### config.mk
export PLATFORM = sky130hd
export DESIGN_NAME = sum_word_packer_flat
export DESIGN_NICKNAME = d
export VERILOG_FILES = /design/src/rtl/sum_pkg.sv /design/src/rtl/sum_word_packer_if.sv /design/src/rtl/sum_word_out_reg.sv /design/src/rtl/sum_word_packer.sv /design/src/flat_wrapper.sv
export SDC_FILE = /design/constraint.sdc
export NUM_CORES = 1
export LEC_CHECK = 0
export ABC_AREA = 0
export CELL_PAD_IN_SITES_DETAIL_PLACEMENT = 0
export CELL_PAD_IN_SITES_GLOBAL_PLACEMENT = 1
export CORE_MARGIN = 2
export CORE_UTILIZATION = 43
export CTS_BUF_LIST = sky130_fd_sc_hd__clkbuf_8
export DETAILED_ROUTE_END_ITERATION = 12
export PLACE_DENSITY = 0.92
export SYNTH_ARGS = -nofsm -noshare
export SYNTH_HDL_FRONTEND = slang
export SYNTH_HIERARCHICAL = 1
export SYNTH_SLANG_ARGS = --single-unit
### constraint.sdc
create_clock -name clk -period 3.9 [get_ports clk]
set_clock_uncertainty 0.2 [all_clocks]
set_input_delay 0.585 -clock clk [delete_from_list [all_inputs] [get_ports clk]]
set_output_delay 0.585 -clock clk [all_outputs]
set_load 0.02 [all_outputs]
### src/rtl/sum_pkg.sv
// Shared definitions for the byte-serial sum word packer.
package sum_pkg;
  localparam int SUM_BYTE_W    = 8;
  localparam int SUM_BEAT_W    = 9;
  localparam int SUM_NUM_BYTES = 4;

  typedef enum logic [0:0] {
    EMPTY = 1'b0,
    FULL  = 1'b1
  } out_state_t;
endpackage

### src/rtl/sum_word_packer_if.sv
// Beat input and word output handshake bundle for sum_word_packer.
// Handshake: a transfer happens on a rising edge where valid && ready; the
// producer holds data/valid steady until it transfers, ready may depend on valid.
interface sum_word_packer_if
  import sum_pkg::*;
#(
  parameter int NUM_BYTES = SUM_NUM_BYTES
);
  localparam int OUT_W = NUM_BYTES * SUM_BYTE_W;

  logic [SUM_BEAT_W-1:0] in_data;
  logic                  in_valid;
  logic                  in_ready;
  logic [OUT_W-1:0]      out_word;
  logic                  out_carry;
  logic                  out_valid;
  logic                  out_ready;

  // Environment side: drives beats and consumes words.
  modport master (
    output in_data, in_valid, out_ready,
    input  in_ready, out_word, out_carry, out_valid
  );

  // Packer side.
  modport slave (
    input  in_data, in_valid, out_ready,
    output in_ready, out_word, out_carry, out_valid
  );
endinterface

### src/rtl/sum_word_out_reg.sv
// Output holding register with an EMPTY/FULL valid/ready handshake.
// A load strobe always wins, so a drain and a reload in one cycle stay FULL.
module sum_word_out_reg
  import sum_pkg::*;
#(
  parameter int OUT_W = SUM_NUM_BYTES * SUM_BYTE_W
) (
  input  logic             clk,
  input  logic             rst,
  input  logic             load,
  input  logic [OUT_W-1:0] load_word,
  input  logic             load_carry,
  input  logic             out_ready,
  output logic             out_valid,
  output logic [OUT_W-1:0] out_word,
  output logic             out_carry,
  output out_state_t       dbg_state
);
  localparam logic [0:0] S_EMPTY = 1'b0;
  localparam logic [0:0] S_FULL  = 1'b1;

  logic [0:0] state;

  always_ff @(posedge clk) begin
    if (rst) begin
      state     <= S_EMPTY;
      out_word  <= '0;
      out_carry <= 1'b0;
    end else if (load) begin
      state     <= S_FULL;
      out_word  <= load_word;
      out_carry <= load_carry;
    end else if (state == S_FULL && out_ready) begin
      state <= S_EMPTY;
    end
  end

  assign out_valid = (state == S_FULL);
  assign dbg_state = out_state_t'(state);
endmodule

### src/rtl/sum_word_packer.sv
// Packs NUM_BYTES 9-bit {carry, sum} adder beats, LSB byte first, into one
// word plus the final carry, presented on a valid/ready output.
module sum_word_packer
  import sum_pkg::*;
#(
  parameter int NUM_BYTES = SUM_NUM_BYTES
) (
  input  logic               clk,
  input  logic               rst,
  sum_word_packer_if.slave   bus,
  output out_state_t         dbg_state
);
  localparam int OUT_W = NUM_BYTES * SUM_BYTE_W;
  localparam int ASM_W = OUT_W - SUM_BYTE_W;
  localparam int CNT_W = $clog2(NUM_BYTES);
  localparam logic [CNT_W-1:0] LAST_BEAT = CNT_W'(NUM_BYTES - 1);

  // The top lane comes straight from in_data at load time, so asm_word only
  // keeps the lower lanes.
  logic [ASM_W-1:0] asm_word;
  logic [CNT_W-1:0] beat_cnt;
  logic             last_beat;
  logic             in_ready_w;
  logic             beat_fire;
  logic             word_load;
  logic [OUT_W-1:0] load_word;

  assign last_beat  = (beat_cnt == LAST_BEAT);
  assign in_ready_w = !(last_beat && bus.out_valid && !bus.out_ready);
  assign beat_fire  = bus.in_valid && in_ready_w;
  assign word_load  = beat_fire && last_beat;
  assign load_word  = {bus.in_data[SUM_BYTE_W-1:0], asm_word};
  assign bus.in_ready = in_ready_w;

  always_ff @(posedge clk) begin
    if (rst) begin
      beat_cnt <= '0;
      asm_word <= '0;
    end else if (beat_fire) begin
      for (int k = 0; k < NUM_BYTES - 1; k++) begin
        if (beat_cnt == CNT_W'(k)) begin
          asm_word[k*SUM_BYTE_W +: SUM_BYTE_W] <= bus.in_data[SUM_BYTE_W-1:0];
        end
      end
      beat_cnt <= last_beat ? '0 : beat_cnt + 1'b1;
    end
  end

  sum_word_out_reg #(
    .OUT_W (OUT_W)
  ) u_out_reg (
    .clk        (clk),
    .rst        (rst),
    .load       (word_load),
    .load_word  (load_word),
    .load_carry (bus.in_data[SUM_BEAT_W-1]),
    .out_ready  (bus.out_ready),
    .out_valid  (bus.out_valid),
    .out_word   (bus.out_word),
    .out_carry  (bus.out_carry),
    .dbg_state  (dbg_state)
  );
endmodule

### src/flat_wrapper.sv
// flat-port wrapper written by rule: the top's interface ports become plain ports
module sum_word_packer_flat import sum_pkg::*;
#(
  parameter int NUM_BYTES = SUM_NUM_BYTES
)
  (clk, rst, dbg_state, bus_in_data, bus_in_valid, bus_out_ready, bus_in_ready, bus_out_word, bus_out_carry, bus_out_valid);
  sum_word_packer_if #(.NUM_BYTES(NUM_BYTES)) bus_i ();
  input  logic clk;
  input  logic rst;
  output out_state_t dbg_state;
  input wire logic [$bits(bus_i.in_data)-1:0] bus_in_data;
  input wire logic [$bits(bus_i.in_valid)-1:0] bus_in_valid;
  input wire logic [$bits(bus_i.out_ready)-1:0] bus_out_ready;
  output wire logic [$bits(bus_i.in_ready)-1:0] bus_in_ready;
  output wire logic [$bits(bus_i.out_word)-1:0] bus_out_word;
  output wire logic [$bits(bus_i.out_carry)-1:0] bus_out_carry;
  output wire logic [$bits(bus_i.out_valid)-1:0] bus_out_valid;
  assign bus_i.in_data = bus_in_data;
  assign bus_i.in_valid = bus_in_valid;
  assign bus_i.out_ready = bus_out_ready;
  assign bus_in_ready = bus_i.in_ready;
  assign bus_out_word = bus_i.out_word;
  assign bus_out_carry = bus_i.out_carry;
  assign bus_out_valid = bus_i.out_valid;
  sum_word_packer #(.NUM_BYTES(NUM_BYTES)) u_core (.clk(clk), .rst(rst), .bus(bus_i), .dbg_state(dbg_state));
endmodule
==> impl_metrics.json <==
{
  "rsz0062_at_grt": "false",
  "wl_met3_um": 233,
  "drc": 0,
  "yosys-top-cells-area": "dfxtp_1 (52%), mux2i_1 (25%), nor2_1 (5.4%)",
  "rr_endpoint": "u_core/u_out_reg/out_word[13]",
  "ys_ff_latch": 60,
  "die_h_um": 77.3,
  "antenna_left": 0,
  "endpoint_kind": "primary output",
  "layout-drive-gt1-share_pct": 8.55,
  "hold_buffers": 0,
  "yosysMostFrequentCell": "dfxtp_1",
  "r2r_start": "u_core/beat_cnt[0]",
  "design_area_um2": 3000,
  "fin_nets": 281,
  "synth.distinct_cells": 22,
  "critPathLaunchType": "primary input",
  "via_per_inst": 4.68,
  "grt_pass1_vias": 1474,
  "start_util_pct": 45.0,
  "synth_compound_area_share_pct": 1.52,
  "wl_per_cell_um": 13.0,
  "powerDensity_nw_per_um2": 439,
  "p_leak_nw": 1.21,
  "dp_hpwl_mm": 2.96,
  "synth_top_area_share_pct": 51.9,
  "wl_met1_mm": 2.12,
  "post_dp_cell_area_um2": 2780,
  "synth_warnings": 6,
  "ys.flop_type": "dfxtp_1",
  "whs_path_depth": 2,
  "cp_cell_sequence": "clkdlybuf4s50_1 > nand3b_4 > clkdlybuf4s50_1",
  "synth_edf_count": 0,
  "path_delay_family": "buffers and inverters",
  "fin_setup_tns_ns": 0,
  "crit_slowest_cell": "clkdlybuf4s50_1",
  "clock_latency_ns": 0.33,
  "period_share_pct": 67.5,
  "core_area_um2": 5140,
  "utilization_pct": 58.3,
  "port_buffers": 48,
  "finalHoldViolCount": 0,
  "synthAdderAreaFrac_pct": 2.16,
  "drv_cap": 0,
  "max_stage_delay_ns": 0.62,
  "route.met2.wl_mm": 1.94,
  "cts_resized": 0,
  "grt_usage_pct": 16.0,
  "gp_congestion": 0.695,
  "synth_commonest_cells": "dfxtp_1 (60), mux2i_1 (57), nor2_1 (33)",
  "boundaryPins": 49,
  "grt_overflow": 0,
  "synth_xor_xnor_area_share_pct": 0,
  "status": "completed",
  "rrSetupSlack_ns": 1.60,
  "worstPathRequired_ns": 3.12,
  "area_delta_synth_final_pct": 29.5,
  "seq_area_frac_synth_pct": 51.9,
  "htreeDepth": 3,
  "die_w_um": 77.3,
  "synth_top_family_by_area": "multiplexers",
  "cts_root_buf": "clkbuf_8",
  "placementRows": 26,
  "ctsLongestPathBuffers": 2,
  "ir_drop_mv": 0.319,
  "hold_end": "u_core/asm_word[11]",
  "routed_wl_mm": 4.41,
  "syn-mean-instance-area_um2": 10.7,
  "criticalPathCategory": "in2out",
  "setup_viol": 0,
  "hold_class": "reg2reg",
  "cts_sinks": 60,
  "finalMaxSlewViolations": 0,
  "worst_pin_slew_ns": 0.530,
  "syn-num-nets": 233,
  "syn_inst": 216,
  "clock.fmax_mhz": 380,
  "synth_mux_area_share_pct": 24.7,
  "first_pass_iters": 4,
  "cp.arrival_ns": 1.85,
  "synth_area_um2": 2310,
  "cts_setup_buffers": 0,
  "cts_made_buffers": 9,
  "cts.clk_slew.worst_paths_ns": 0.06,
  "synth_area_leader_cell": "dfxtp_1",
  "grt_pass1_wl_mm": 7.30,
  "critPathMostFrequentCell": "clkdlybuf4s50_1",
  "final.min_clock_period_ns": 2.63,
  "yosys.area_share.simple_pct": 13.7,
  "crit_path_max_fanout": 8,
  "highest_layer": "met4",
  "crit_buf_inv": 2,
  "antenna_found_initial": 0,
  "ys_async_sr_fraction_pct": 0,
  "hold_start": "u_core/asm_word[11]",
  "cts_tree": "done",
  "vias": 1587,
  "dieArea_um2": 5980,
  "diodes": 0,
  "grt_max_degree": 36,
  "relSlewSlack_pct": 64.6,
  "hold_ws_ns": 0.258,
  "drt_iter0_markers": 92,
  "reg2reg_depth": 6
}
-- how the worst max path moves through the flow --
stage	start	to	slack [ns]	cells after the start
after floorplan	bus_out_ready	u_core/u_out_reg/out_word[10]	2.06	6
after global placement	bus_in_valid	u_core/u_out_reg/out_word[19]	1.12	5
after detailed placement	bus_in_valid	u_core/u_out_reg/out_word[13]	1.07	5
after CTS	bus_out_ready	bus_in_ready	1.26	3
after global routing	bus_out_ready	bus_in_ready	1.21	3
final	bus_out_ready	bus_in_ready	1.27	3
-- logic make-up (layout without fill, tap and decap cells) --
| kind of cell | after synthesis | after routing |
|---|---|---|
| multiplexers | 57 | 57 |
| buffers and inverters | 18 | 71 |
| flip-flops | 60 | 60 |
| adder cells (fa/ha/maj) | 4 | 4 |
| AO/OA/AOI/OAI | 5 | 5 |
| AND/OR/NAND/NOR | 72 | 72 |
-- layer usage --
layer	vias to the layer above	global-route usage [%]
met5	-	0
met4	0	10.2
met3	9	4.77
met2	39	23.5
met1	729	20.4
li1	810	-
-- area by class of cell --
type,count,area (um^2)
fill,468,2140
sequential,60,1200
multi-input combinational,138,972
timing repair buffer,51,503
clock buffer,10,138
tap,70,87.6
clock inverter,6,78.8
inverter,4,15.0
-- power by group --
part,internal [mW],switching (mW),total [mW]
sequential,0.627,0.00798,0.635
clock,0.371,0.232,0.604
combinational,0.0351,0.0405,0.0756
-- state kept, by name (all words and copies together) (netlist names) --
name,cells
u_core/asm_word,24
u_core/u_out_reg/dbg_state,1
u_core/beat_cnt,2
u_core/u_out_reg/out_carry,1
u_core/u_out_reg/out_word,32
-- through the flow --
stage,total power [mW],cells,worst slack (ns)
after floorplan,0.700,216,2.06
after global placement,0.724,323,1.12
after detailed placement,0.725,323,1.07
after CTS,1.33,339,1.26
after global routing,1.36,339,1.21
final,1.31,339,1.27
-- worst min-delay path, cell delays in order (launching register included) --
cell and delay [ns]:
dfxtp_1 0.31, nand2_1 0.05, mux2i_1 0.05
-- placed cells by master (no fill, tap or decap), drive strengths merged, types with 2 or more instances in the layout --
master,count
clkbuf,10
dfxtp,60
ha,4
a21oi,2
nor2,33
mux2i,57
nand3,2
buf,3
nand2,32
clkinv,4
and3,2
clkdlybuf4s50,48
bufinv,2
inv,4
Note: power is estimated with default switching activity, not from simulation.
